===== src/rtl/alu_share_arbiter.sv =====
// Round-robin share of one combinational ALU between two requesters, with a
// registered operand stage (S1) and a registered result stage (S2).
module alu_share_arbiter #(
  parameter int         INPUT_WIDTH = 32,
  parameter int         TAG_WIDTH   = 4,
  parameter logic [4:0] ALU_NOP     = 5'b00000
) (
  input  logic                   CLK,
  input  logic                   RST_N,
  input  logic                   FLUSH,

  input  logic                   REQ_VALID_0,
  output logic                   REQ_READY_0,
  input  logic [INPUT_WIDTH-1:0] REQ_IN1_0,
  input  logic [INPUT_WIDTH-1:0] REQ_IN2_0,
  input  logic [4:0]             REQ_SHAMT_0,
  input  logic [4:0]             REQ_OP_0,
  input  logic [TAG_WIDTH-1:0]   REQ_TAG_0,

  input  logic                   REQ_VALID_1,
  output logic                   REQ_READY_1,
  input  logic [INPUT_WIDTH-1:0] REQ_IN1_1,
  input  logic [INPUT_WIDTH-1:0] REQ_IN2_1,
  input  logic [4:0]             REQ_SHAMT_1,
  input  logic [4:0]             REQ_OP_1,
  input  logic [TAG_WIDTH-1:0]   REQ_TAG_1,

  output logic [INPUT_WIDTH-1:0] ALU_IN1,
  output logic [INPUT_WIDTH-1:0] ALU_IN2,
  output logic [4:0]             SHIFT_AMOUNT,
  output logic [4:0]             ALU_INSTRUCTION,
  input  logic [INPUT_WIDTH-1:0] ALU_OUT,
  input  logic                   BRANCH_TAKEN,

  output logic                   RESP_VALID,
  input  logic                   RESP_READY,
  output logic                   RESP_ID,
  output logic [TAG_WIDTH-1:0]   RESP_TAG,
  output logic [INPUT_WIDTH-1:0] RESP_DATA,
  output logic                   RESP_BRANCH
);

  typedef struct packed {
    logic [TAG_WIDTH-1:0]   tag;
    logic [INPUT_WIDTH-1:0] in1;
    logic [INPUT_WIDTH-1:0] in2;
    logic [4:0]             shamt;
    logic [4:0]             op;
  } payload_t;

  // S1 operand register
  logic     s1_valid;
  logic     s1_id;
  payload_t s1_pl;

  // S2 result register
  logic                   s2_valid;
  logic                   s2_id;
  logic [TAG_WIDTH-1:0]   s2_tag;
  logic [INPUT_WIDTH-1:0] s2_data;
  logic                   s2_branch;

  logic     prio;
  logic     grant;
  logic     accept;
  logic     s2_free;
  logic     s1_adv;
  logic     s1_free;
  payload_t pl_0;
  payload_t pl_1;
  payload_t granted_pl;

  assign pl_0 = '{tag: REQ_TAG_0, in1: REQ_IN1_0, in2: REQ_IN2_0,
                  shamt: REQ_SHAMT_0, op: REQ_OP_0};
  assign pl_1 = '{tag: REQ_TAG_1, in1: REQ_IN1_1, in2: REQ_IN2_1,
                  shamt: REQ_SHAMT_1, op: REQ_OP_1};

  assign s2_free = !s2_valid || RESP_READY;
  assign s1_adv  = s1_valid && s2_free;
  assign s1_free = !s1_valid || s1_adv;

  // NOTE: every always_comb output gets a default first so no latch is inferred.
  always_comb begin
    grant = 1'b0;
    if (REQ_VALID_0 && REQ_VALID_1) grant = prio;
    else                            grant = REQ_VALID_1;
  end

  // READY is gated by FLUSH and RST_N so neither side sees a phantom handshake.
  assign REQ_READY_0 = s1_free && REQ_VALID_0 && !grant && !FLUSH && RST_N;
  assign REQ_READY_1 = s1_free && REQ_VALID_1 &&  grant && !FLUSH && RST_N;
  assign accept      = REQ_READY_0 || REQ_READY_1;
  assign granted_pl  = grant ? pl_1 : pl_0;

  always_comb begin
    ALU_IN1         = '0;
    ALU_IN2         = '0;
    SHIFT_AMOUNT    = '0;
    ALU_INSTRUCTION = ALU_NOP;
    if (s1_valid) begin
      ALU_IN1         = s1_pl.in1;
      ALU_IN2         = s1_pl.in2;
      SHIFT_AMOUNT    = s1_pl.shamt;
      ALU_INSTRUCTION = s1_pl.op;
    end
  end

  // NOTE: sequential state uses non-blocking assignments so all registers
  // update together from pre-edge values.
  always_ff @(posedge CLK) begin
    // NOTE: data registers are reset too, because the reset state of
    // RESP_* is architecturally visible, not just the valid bits.
    if (!RST_N) begin
      s1_valid <= 1'b0;
      s1_id    <= 1'b0;
      s1_pl    <= '0;
      prio     <= 1'b0;
    end else if (FLUSH) begin
      s1_valid <= 1'b0;
    end else if (accept) begin
      s1_valid <= 1'b1;
      s1_id    <= grant;
      s1_pl    <= granted_pl;
      prio     <= !grant;
    end else if (s1_adv) begin
      s1_valid <= 1'b0;
    end
  end

  always_ff @(posedge CLK) begin
    if (!RST_N) begin
      s2_valid  <= 1'b0;
      s2_id     <= 1'b0;
      s2_tag    <= '0;
      s2_data   <= '0;
      s2_branch <= 1'b0;
    end else if (FLUSH) begin
      s2_valid  <= 1'b0;
    end else if (s1_adv) begin
      s2_valid  <= 1'b1;
      s2_id     <= s1_id;
      s2_tag    <= s1_pl.tag;
      s2_data   <= ALU_OUT;
      s2_branch <= BRANCH_TAKEN;
    end else if (s2_valid && RESP_READY) begin
      s2_valid  <= 1'b0;
    end
  end

  assign RESP_VALID  = s2_valid;
  assign RESP_ID     = s2_id;
  assign RESP_TAG    = s2_tag;
  assign RESP_DATA   = s2_data;
  assign RESP_BRANCH = s2_branch;

endmodule


===== config.mk =====
export PLATFORM = sky130hd
export DESIGN_NAME = alu_share_arbiter
export DESIGN_NICKNAME = d
export VERILOG_FILES = /design/src/rtl/alu_share_arbiter.sv
export SDC_FILE = /design/constraint.sdc
export NUM_CORES = 1
export LEC_CHECK = 0
export ABC_AREA = 1
export ABC_CLOCK_PERIOD_IN_PS = 1290
export BUFFER_PORTS_ARGS = -buffer_cell sky130_fd_sc_hd__buf_4
export CAP_MARGIN = 20
export CORE_ASPECT_RATIO = 1.1
export CORE_UTILIZATION = 35
export CTS_CLUSTER_SIZE = 12
export DETAILED_ROUTE_END_ITERATION = 8
export GPL_TIMING_DRIVEN = 0
export MAX_ROUTING_LAYER = met4
export PLACE_DENSITY_LB_ADDON = 0.15
export RECOVER_POWER = 100
export SLEW_MARGIN = 5
export SYNTH_ARGS = -nofsm -noshare
export SYNTH_HDL_FRONTEND = slang
export SYNTH_SLANG_ARGS = --single-unit

===== constraint.sdc =====
create_clock -name CLK -period 1.29 [get_ports CLK]
set_clock_uncertainty 0.1 [all_clocks]
set_input_delay 0.0645 -clock CLK [delete_from_list [all_inputs] [get_ports CLK]]
set_output_delay 0.0645 -clock CLK [all_outputs]
set_load 0.02 [all_outputs]

==> results of run 1 <==
## layout make-up
class	count	area, sq um	share of cell area, %
sequential	120	2410	18.2
timing repair buffer	558	5260	39.6
inverter	82	313	2.36
multi-input combinational	674	3730	28.1
tap	204	255	1.92
clock inverter	7	70.1	0.528
buffer	74	746	5.62
clock buffer	22	484	3.65
## logic make-up (layout without fill, tap and decap cells)
logic type / after synthesis / after routing
compound gates: 122 / 122
buf+inv: 159 / 743
flops: 120 / 120
simple gates: 552 / 552
## power by group through the flow
| stage | logic (W) | registers [W] | clock network [W] |
|---|---|---|---|
| 5_1_grt | 0.00292 | 0.00401 | 0.00472 |
| 3_5_place_dp | 0.00163 | 0.00403 | 0 |
| 6_report | 0.00276 | 0.00399 | 0.00453 |
| 4_1_cts | 0.00227 | 0.00396 | 0.00454 |
| 2_1_floorplan | 0.000757 | 0.00407 | 0 |
| 3_3_place_gp | 0.00162 | 0.00402 | 0 |
## placed cells by master, fill, tap and decap left out, types with 24 or more instances in the layout
cell,synthesis,final
sky130_fd_sc_hd__dfxtp_1,120,117
sky130_fd_sc_hd__a21oi_1,82,63
sky130_fd_sc_hd__buf_6,2,95
sky130_fd_sc_hd__nor2_1,77,42
sky130_fd_sc_hd__nand2_4,0,40
sky130_fd_sc_hd__buf_8,0,24
sky130_fd_sc_hd__inv_2,2,52
sky130_fd_sc_hd__clkbuf_1,51,54
sky130_fd_sc_hd__o21ai_0,31,27
sky130_fd_sc_hd__buf_4,1,215
sky130_fd_sc_hd__nand2_1,313,257
sky130_fd_sc_hd__inv_1,80,28
sky130_fd_sc_hd__nand3_1,158,133
sky130_fd_sc_hd__clkbuf_16,0,42
sky130_fd_sc_hd__dlygate4sd3_1,0,190
## per-layer routing
metal,GRT usage [%],up-vias
li1,-,4178
met1,33.9,4189
met2,52.9,446
met3,8.02,101
met4,12.7,0
met5,-,-
## tightest hold or removal path, delay by kind of cell
family,cells,cell delay (ps)
and+or+nand+nor,1,110
AOI/OAI and AO/OA,1,80
buffers and inverters,2,160
## metrics by stage
stage	utilization (%)	total power (W)
floorplan	-	0.00483
global placement	52.2	0.00564
detailed placement	52.2	0.00565
CTS	72.2	0.0108
global route	80.5	0.0117
finish	80.5	0.0113
## state kept, by name, summed over array words and instances, names as in the netlist
signal and flops:
prio 1, s1_pl 78, RESP_ID 1, RESP_TAG 4, s1_id 1, s1_valid 1
RESP_DATA 32, RESP_BRANCH 1, RESP_VALID 1
## final timing paths
kind	startpoint	endpoint	cells after the start
worst max-delay path	s1_valid	s1_pl[34]	7
worst min-delay path	RESP_READY	RESP_VALID	4
worst max register to register	s1_valid	s1_pl[34]	7
worst min register to register	s1_pl[65]	s1_pl[65]	2
## what timing repair did
action,CTS,global route
gates resized for setup,208,285
pin swaps,11,68
buffers inserted,9,25
gates cloned,7,19
endpoints found under the hold margin,113,2
setup endpoints to repair,187,195
==> summary.json, run 1 <==
{
  "layout": {
    "antenna_cells_inserted": 0,
    "area.growth.synth_to_final_pct": 124,
    "stdcell_area_sq_um": 13300,
    "layout.filler_cells": 1053,
    "nNetsFinal": 1722,
    "post_route_cells_drive_above_1_share_pct": 40.1,
    "final_cell_count_no_fill": 1741
  },
  "route": {
    "drt_first_iter_violations": 524,
    "antenna_violating_nets_left": 0,
    "detail_route.vias_per_cell": 5.12,
    "vias_after_detailed_routing": 8914,
    "routed-wl-met2_microns": 15400,
    "drt_drc_violations_left": 0,
    "dr.pass1.iters": 5,
    "wl_microns": 30200,
    "post_drt_wl_per_cell_microns": 17.4,
    "highest-signal-layer": "met4",
    "met3RoutedLength_microns": 2130,
    "met1Wirelength_microns": 11400
  },
  "synth": {
    "synthMuxAreaShare_pct": 0,
    "synth_ff_type": "sky130_fd_sc_hd__dfxtp_1",
    "synth_top_area_share_pct": 40.5,
    "synth-xor-area-share_pct": 0,
    "synth_cell_types": 20,
    "synth_top_area_cell": "sky130_fd_sc_hd__dfxtp_1",
    "post_synthesis_area_per_instance_sq_um": 6.23,
    "postSynth.asyncResetShare_pct": 0,
    "synth-seq-area-share_pct": 40.5,
    "post_synthesis_compound_gate_area_fraction_pct": 10.4,
    "synth.net_count": 1148,
    "post_synth_and_or_nand_nor_area_fraction_pct": 38.4,
    "edff_count_synth": 0,
    "synth_common_cells": "313 x sky130_fd_sc_hd__nand2_1, 158 x sky130_fd_sc_hd__nand3_1, 120 x sky130_fd_sc_hd__dfxtp_1",
    "share_of_synthesized_cell_area_in_full_adder_half_adder_and_majority_cells_pct": 0,
    "synth_top_family_by_area": "simple AND/OR/NAND/NOR gates",
    "synthesis.area_sq_um": 5930,
    "synth_seq_cells": 120,
    "synth_top_cells_by_area": "sky130_fd_sc_hd__dfxtp_1 40%, sky130_fd_sc_hd__nand2_1 20%, sky130_fd_sc_hd__nand3_1 13%, sky130_fd_sc_hd__a21oi_1 6.9%, sky130_fd_sc_hd__inv_1 5.1%",
    "synth_warnings": 0,
    "synth.most_common_cell": "sky130_fd_sc_hd__nand2_1",
    "syn-instance-count": 953
  },
  "pwr": {
    "pwr-share-seq_pct": 35.4,
    "internal_dissipation_w": 0.00816,
    "power_frac_clock_pct": 40.2,
    "powerDensity_nw_per_um2": 850,
    "net-switching-power_w": 0.00313,
    "p_leak_nw": 6.76,
    "vdd_drop_max_mv": 0.953,
    "power.share.switching_pct": 27.7,
    "combinationalPowerShare_pct": 24.4
  },
  "clock_tree": {
    "cts.sink_count": 120,
    "numCtsBuffers": 17,
    "cts_hold_repair.buffers": 190,
    "clk-insertion-delay-late_ps": 420,
    "clk_pin_slew_worst_paths_ps": 60,
    "h-tree-depth": 4,
    "tritoncts_clock_tree": "built",
    "cts.root.buffer_cell": "sky130_fd_sc_hd__clkbuf_16",
    "clockBufferDepth": 2
  },
  "floorplanning": {
    "core_region_sq_um": 16500,
    "starting_utilization_of_the_core_area_pct": 36.0,
    "fp.dieW_microns": 126,
    "io_pins": 310,
    "placement_rows": 49,
    "design.die.area_sq_um": 17500,
    "dieHeight_microns": 139
  },
  "placement": {
    "place.gp.congestion": 0.805,
    "io_buffers": 308,
    "post_dp_cell_area_sq_um": 8610,
    "place_ws_ps": -590,
    "dp_hpwl_microns": 15800,
    "placed_cells": 1465
  },
  "sta": {
    "totalNegativeSetupSlack_ps": -48980,
    "final_min_period_over_clock_period_pct": 129,
    "relSlewSlack_pct": 55.7,
    "fmax_mhz": 600,
    "worstMarginPinSlew_ps": 665,
    "final.min_clock_period_ps": 1670,
    "finalSetupViolCount": 193,
    "final-max-slew-violation-count": 0,
    "setup_repair_after_global_routing_missed_its_margin": "true",
    "finalHoldWorstSlack_ps": -62.5,
    "hold_violations": 2,
    "layout_setup_ws_ps": -376
  },
  "run": {
    "max_cap_viol_count": 0
  },
  "global_routing": {
    "grt_pass1_wl_microns": 41700,
    "grt_start_max_net_pins": 17,
    "grt_pass1_vias": 8397,
    "groute.usage.overall_pct": 30.9,
    "remaining_global_route_overflow": 0,
    "antenna_found_initial": 0
  },
  "worst_setup_path": {
    "reg2reg_setup_slack_ps": -380,
    "critPathMostFrequentCell": "sky130_fd_sc_hd__clkbuf_16",
    "cp-end-kind": "flip-flop",
    "worstPathRequired_ps": 1530,
    "slowest_stage": "sky130_fd_sc_hd__dfxtp_4",
    "critical_path.cell_chain": "nand3_4 -> nand4_1 -> buf_4 -> clkbuf_16 -> clkbuf_16 -> nand3_1 -> a21oi_1",
    "startpoint_type": "flip-flop",
    "critPathTopFamily": "buffers and inverters",
    "critPathArrivalTime_ps": 1900,
    "crit_path_max_fanout": 5,
    "cp_slowest_stage_delay_ps": 390,
    "critical_path.n_buffers_inverters": 3,
    "path_type_of_the_worst_setup_path": "flip-flop to flip-flop"
  },
  "outcome": {
    "status": "finished, violations left",
    "violated_checks": "negative hold slack, negative setup slack"
  },
  "min_path": {
    "min_delay_path_class": "input port to flip-flop"
  }
}
No activity file was read; power rests on OpenSTA's default activity.
==> inputs of run 2 (changes only) <==
- BUFFER_PORTS_ARGS: -buffer_cell sky130_fd_sc_hd__buf_4 -> not set
- DONT_BUFFER_PORTS: not set -> 1
==> summary.json, run 2 (synthesis gave the netlist of run 1 again) <==
{
  "worst_setup_path": {
    "crit_path_max_fanout": 4,
    "slowest_stage": "sky130_fd_sc_hd__dfxtp_4",
    "worstPathRequired_ps": 1130,
    "critPathTopFamily": "flip-flops",
    "cp-end-kind": "output port",
    "critPathArrivalTime_ps": 1460,
    "critical_path.n_buffers_inverters": 2,
    "path_type_of_the_worst_setup_path": "flip-flop to output port",
    "cp_slowest_stage_delay_ps": 420,
    "critical_path.cell_chain": "nand3_4 -> nand4_1 -> clkbuf_8 -> clkinvlp_4",
    "startpoint_type": "flip-flop"
  },
  "pwr": {
    "p_leak_nw": 5.61,
    "powerDensity_nw_per_um2": 959,
    "vdd_drop_max_mv": 0.870
  },
  "clock_tree": {
    "cts_hold_repair.buffers": 193,
    "cts.sink_count": 120,
    "tritoncts_clock_tree": "built",
    "clockBufferDepth": 2,
    "numCtsBuffers": 17,
    "cts.root.buffer_cell": "sky130_fd_sc_hd__clkbuf_16",
    "clk-insertion-delay-late_ps": 410,
    "h-tree-depth": 4,
    "clk_pin_slew_worst_paths_ps": 60
  },
  "run": {
    "max_cap_viol_count": 0
  },
  "route": {
    "vias_after_detailed_routing": 7469,
    "detail_route.vias_per_cell": 5.19,
    "wl_microns": 25700,
    "drt_first_iter_violations": 419,
    "met3RoutedLength_microns": 1920,
    "dr.pass1.iters": 6,
    "drt_drc_violations_left": 0,
    "highest-signal-layer": "met4",
    "post_drt_wl_per_cell_microns": 17.8,
    "met1Wirelength_microns": 9690,
    "antenna_violating_nets_left": 0,
    "routed-wl-met2_microns": 13200
  },
  "layout": {
    "nNetsFinal": 1418,
    "stdcell_area_sq_um": 11300,
    "final_cell_count_no_fill": 1440,
    "most-common-layout-cells": "230 x sky130_fd_sc_hd__nand2_1, 193 x sky130_fd_sc_hd__dlygate4sd3_1, 137 x sky130_fd_sc_hd__nand3_1",
    "layout.filler_cells": 1286,
    "antenna_cells_inserted": 0,
    "layout.cells.most_common": "sky130_fd_sc_hd__nand2_1",
    "top_register": "s1_pl",
    "area.growth.synth_to_final_pct": 90.6,
    "post_route_cells_drive_above_1_share_pct": 31.3,
    "number_of_flip_flops_under_the_largest_register_name": 78
  },
  "floorplanning": {
    "dieHeight_microns": 139,
    "placement_rows": 49,
    "starting_utilization_of_the_core_area_pct": 36.0,
    "core_region_sq_um": 16500,
    "design.die.area_sq_um": 17500,
    "fp.dieW_microns": 126,
    "io_pins": 310
  },
  "placement": {
    "place.gp.congestion": 0.790,
    "place_ws_ps": -674,
    "io_buffers": 0,
    "post_dp_cell_area_sq_um": 6300,
    "dp_hpwl_microns": 14500,
    "placed_cells": 1157
  },
  "sta": {
    "fmax_mhz": 617,
    "finalSetupViolCount": 195,
    "final.min_clock_period_ps": 1620,
    "layout_setup_ws_ps": -331,
    "setup_repair_after_global_routing_missed_its_margin": "true",
    "totalNegativeSetupSlack_ps": -45740,
    "relSlewSlack_pct": 63.2,
    "final-max-slew-violation-count": 0,
    "final_min_period_over_clock_period_pct": 126,
    "finalHoldWorstSlack_ps": -144,
    "hold_violations": 2,
    "worstMarginPinSlew_ps": 552
  },
  "min_path": {
    "min_delay_path_class": "input port to flip-flop"
  },
  "global_routing": {
    "grt_start_max_net_pins": 17,
    "grt_pass1_vias": 7317,
    "remaining_global_route_overflow": 0,
    "grt_pass1_wl_microns": 37200,
    "groute.usage.overall_pct": 28.0,
    "antenna_found_initial": 0
  },
  "outcome": {
    "violated_checks": "negative hold slack, negative setup slack",
    "status": "finished, violations left"
  }
}
==> run 2: area by class of cell <==
class / count / area (sq um) / area share (%)
buffer: 74 / 773 / 6.84
clock buffer: 19 / 453 / 4.00
clock inverter: 13 / 118 / 1.04
inverter: 82 / 536 / 4.73
multi-input combinational: 674 / 3950 / 34.9
sequential: 120 / 2410 / 21.3
tap: 204 / 255 / 2.26
timing repair buffer: 254 / 2820 / 24.9
==> run 2: what timing repair did <==
| action | 4_1_cts | 5_1_grt |
|---|---|---|
| pin swaps | 13 | 40 |
| resized for setup | 311 | 293 |
| setup endpoints to repair | 195 | 195 |
| hold endpoints to repair | 116 | 2 |
| cloned | 11 | 11 |
| setup buffers | 22 | 19 |
==> run 2: through the flow <==
stage / utilization [%] / total power [W]
2_1_floorplan: - / 0.00483
3_3_place_gp: 38.2 / 0.00511
3_5_place_dp: 38.2 / 0.00511
4_1_cts: 61.5 / 0.0105
5_1_grt: 68.6 / 0.0113
6_report: 68.6 / 0.0108
==> run 2: worst register-to-register path, delay by kind of cell (launching register included) <==
kind | cells | cell delay (ps)
and+or+nand+nor | 3 | 320
AOI/OAI and AO/OA | 2 | 110
DFF | 1 | 420
buffers and inverters | 4 | 510
==> run 2: path summary, 6_finish.rpt <==
| path | start | endpoint | slack [ps] | cells after the start |
|---|---|---|---|---|
| min | RESP_READY | RESP_VALID | -140 | 3 |
| min reg2reg | prio | prio | 390 | 2 |
| max reg2reg | RESP_VALID | s1_pl[25] | -320 | 9 |
| max | RESP_VALID | REQ_READY_1 | -330 | 4 |
==> run 2: report_power, final <==
part | leakage (nW) | switching, W | internal, W
Sequential | 0.978 | 0.000221 | 0.00387
Combinational | 4.36 | 0.00108 | 0.00109
Clock | 0.276 | 0.00183 | 0.00276
==> run 2: routing by layer <==
metal | GRT usage, % | up-vias
li1 | - | 3570
met5 | - | -
met1 | 30.7 | 3459
met3 | 6.94 | 65
met4 | 11.5 | 0
met2 | 48.0 | 375
==> inputs of run 3 (changes only) <==
- PLACE_DENSITY: not set -> 0.6
- PLACE_DENSITY_LB_ADDON: 0.15 -> not set
==> summary.json, run 3 (synthesis gave the netlist of run 1 again) <==
{
  "outcome": {
    "status": "finished, violations left",
    "violated_checks": "negative hold slack, negative setup slack"
  },
  "worst_setup_path": {
    "critPathArrivalTime_ps": 1420,
    "critical_path.n_buffers_inverters": 4,
    "crit_path_max_fanout": 4,
    "cp_slowest_stage_delay_ps": 340,
    "path_type_of_the_worst_setup_path": "flip-flop to output port",
    "reg2reg_setup_slack_ps": -290,
    "endpoint_of_the_lowest_slack_register_to_register_path": "s1_pl[24]",
    "slowest_stage": "sky130_fd_sc_hd__dfxtp_2",
    "startpoint_type": "flip-flop",
    "worstPathRequired_ps": 1130,
    "cp-end-kind": "output port",
    "rr_startpoint": "prio",
    "critPathTopFamily": "buffers and inverters",
    "critical_path.cell_chain": "inv_2 -> nand2_8 -> nand4_1 -> buf_6 -> buf_8 -> clkinvlp_4",
    "r2r_cells": 9
  },
  "placement": {
    "post_dp_cell_area_sq_um": 6300,
    "place.gp.congestion": 0.858,
    "dp_hpwl_microns": 14600,
    "io_buffers": 0
  },
  "clock_tree": {
    "cts.root.buffer_cell": "sky130_fd_sc_hd__clkbuf_16",
    "clk-insertion-delay-late_ps": 420,
    "h-tree-depth": 4,
    "clockBufferDepth": 2,
    "cts_hold_repair.buffers": 192,
    "clk_pin_slew_worst_paths_ps": 60,
    "numCtsBuffers": 17,
    "tritoncts_clock_tree": "built",
    "cts.sink_count": 120
  },
  "layout": {
    "area.growth.synth_to_final_pct": 92.9,
    "post_route_cells_drive_above_1_share_pct": 36.5,
    "layout.area.seq_sq_um": 2410,
    "stdcell_area_sq_um": 11400,
    "final_util_pct": 69.4,
    "number_of_flip_flops_under_the_largest_register_name": 78,
    "layout.filler_cells": 1200,
    "top_register": "s1_pl",
    "multi_input_comb_area_sq_um": 4070,
    "most-common-layout-cells": "224 x sky130_fd_sc_hd__nand2_1, 192 x sky130_fd_sc_hd__dlygate4sd3_1, 117 x sky130_fd_sc_hd__dfxtp_1",
    "layout.cells.most_common": "sky130_fd_sc_hd__nand2_1",
    "nNetsFinal": 1410
  },
  "route": {
    "drt_drc_violations_left": 0,
    "drt_first_iter_violations": 526,
    "dr.pass1.iters": 5,
    "wl_microns": 27600,
    "post_drt_wl_per_cell_microns": 19.2,
    "vias_after_detailed_routing": 7721,
    "detail_route.vias_per_cell": 5.38,
    "antenna_violating_nets_left": 0
  },
  "global_routing": {
    "grt_pass1_wl_microns": 41100,
    "groute.usage.overall_pct": 31.2,
    "remaining_global_route_overflow": 0,
    "grt_start_max_net_pins": 17,
    "antenna_found_initial": 2,
    "grt_pass1_vias": 7891
  },
  "pwr": {
    "pwr-share-seq_pct": 37.1,
    "p_leak_nw": 5.16,
    "vdd_drop_max_mv": 0.902,
    "power_frac_clock_pct": 42.0,
    "internal_dissipation_w": 0.00770,
    "net-switching-power_w": 0.00327,
    "powerDensity_nw_per_um2": 958,
    "power.share.switching_pct": 29.8,
    "combinationalPowerShare_pct": 20.9
  },
  "floorplanning": {
    "dieHeight_microns": 139,
    "design.die.area_sq_um": 17500,
    "starting_utilization_of_the_core_area_pct": 36.0,
    "fp.dieW_microns": 126,
    "io_pins": 310,
    "placement_rows": 49,
    "core_region_sq_um": 16500
  },
  "sta": {
    "final-max-slew-violation-count": 0,
    "finalHoldWorstSlack_ps": -194,
    "fmax_mhz": 631,
    "hold_violations": 2,
    "finalSetupViolCount": 176,
    "setup_repair_after_global_routing_missed_its_margin": "true",
    "final_min_period_over_clock_period_pct": 123,
    "layout_setup_ws_ps": -295,
    "relSlewSlack_pct": 51.9,
    "final.min_clock_period_ps": 1580,
    "worstMarginPinSlew_ps": 721
  },
  "min_path": {
    "min_delay_path_class": "input port to flip-flop",
    "hold-path-endpoint": "RESP_VALID",
    "worstHoldPathCells": 3,
    "timing.hold.worst.start": "RESP_READY"
  },
  "run": {
    "max_cap_viol_count": 0
  }
}
## run 3: changes by cell type in the layout (fill, tap and decap cells not counted), sizes merged
cell,delta
diode,+2
clkinvlp,-3
buf,-8
inv,+3
clkbuf,-1
dlygate4sd3,-1
clkinv,+2
## run 3: per-stage QoR
stage	cells	setup TNS [ps]	hold slack [ps]	power [W]	worst slack, ps
global placement	1157	-89270	102	0.00509	-661
floorplan	953	-67.0	99.4	0.00483	-4.83
global route	1434	-44250	-190	0.0114	-353
finish	1434	-35230	-194	0.0110	-295
detailed placement	1157	-92250	109	0.00510	-674
CTS	1434	-36950	-220	0.0107	-315
## run 3: timing repair
item	4_1_cts	5_1_grt
pin swaps	46	40
gates resized for setup	411	181
cloned	26	0
endpoints found under the hold margin	115	2
endpoints found under the setup margin	195	195
buffers inserted	28	5
## run 3: worst reg2reg max path: cells and delay by family, from the launching register on
kind,cells,cell delay [ps]
buffers and inverters,3,410
and+or+nand+nor,5,560
AOI/OAI and AO/OA,1,40
DFF,1,340
## run 3: layer usage
layer / part of all wire [%] / global-route usage (%) / up-vias
met5: 0 / - / -
met3: 7.0 / 6.21 / 99
met2: 51 / 54.1 / 442
met4: 4.3 / 15.9 / 0
met1: 38 / 33.5 / 3614
li1: - / - / 3566
## run 3: area by class of cell
cell class                 count  area share [%]
buffer                        73            8.19
timing repair buffer         247            24.3
multi-input combinational    674            35.5
antenna                        2          0.0437
clock inverter                15            1.25
tap                          204            2.23
clock buffer                  17            3.72
sequential                   120            21.1
inverter                      82            3.73
## run 3: power groups by stage
stage / Sequential (W) / Combinational (W) / Clock (W)
6_report: 0.00407 / 0.00230 / 0.00460
5_1_grt: 0.00408 / 0.00243 / 0.00485
3_5_place_dp: 0.00410 / 0.00100 / 0
2_1_floorplan: 0.00407 / 0.000757 / 0
3_3_place_gp: 0.00409 / 0.000996 / 0
4_1_cts: 0.00404 / 0.00204 / 0.00465
## run 3: worst max path at each step
stage | from | end | cells after the start
6_report | prio | REQ_READY_1 | 6
4_1_cts | prio | REQ_READY_1 | 6
5_1_grt | prio | s1_pl[24] | 9
3_5_place_dp | s1_valid | ALU_IN1[0] | 4
2_1_floorplan | s1_valid | ALU_IN1[13] | 4
3_3_place_gp | s1_valid | ALU_IN1[0] | 4
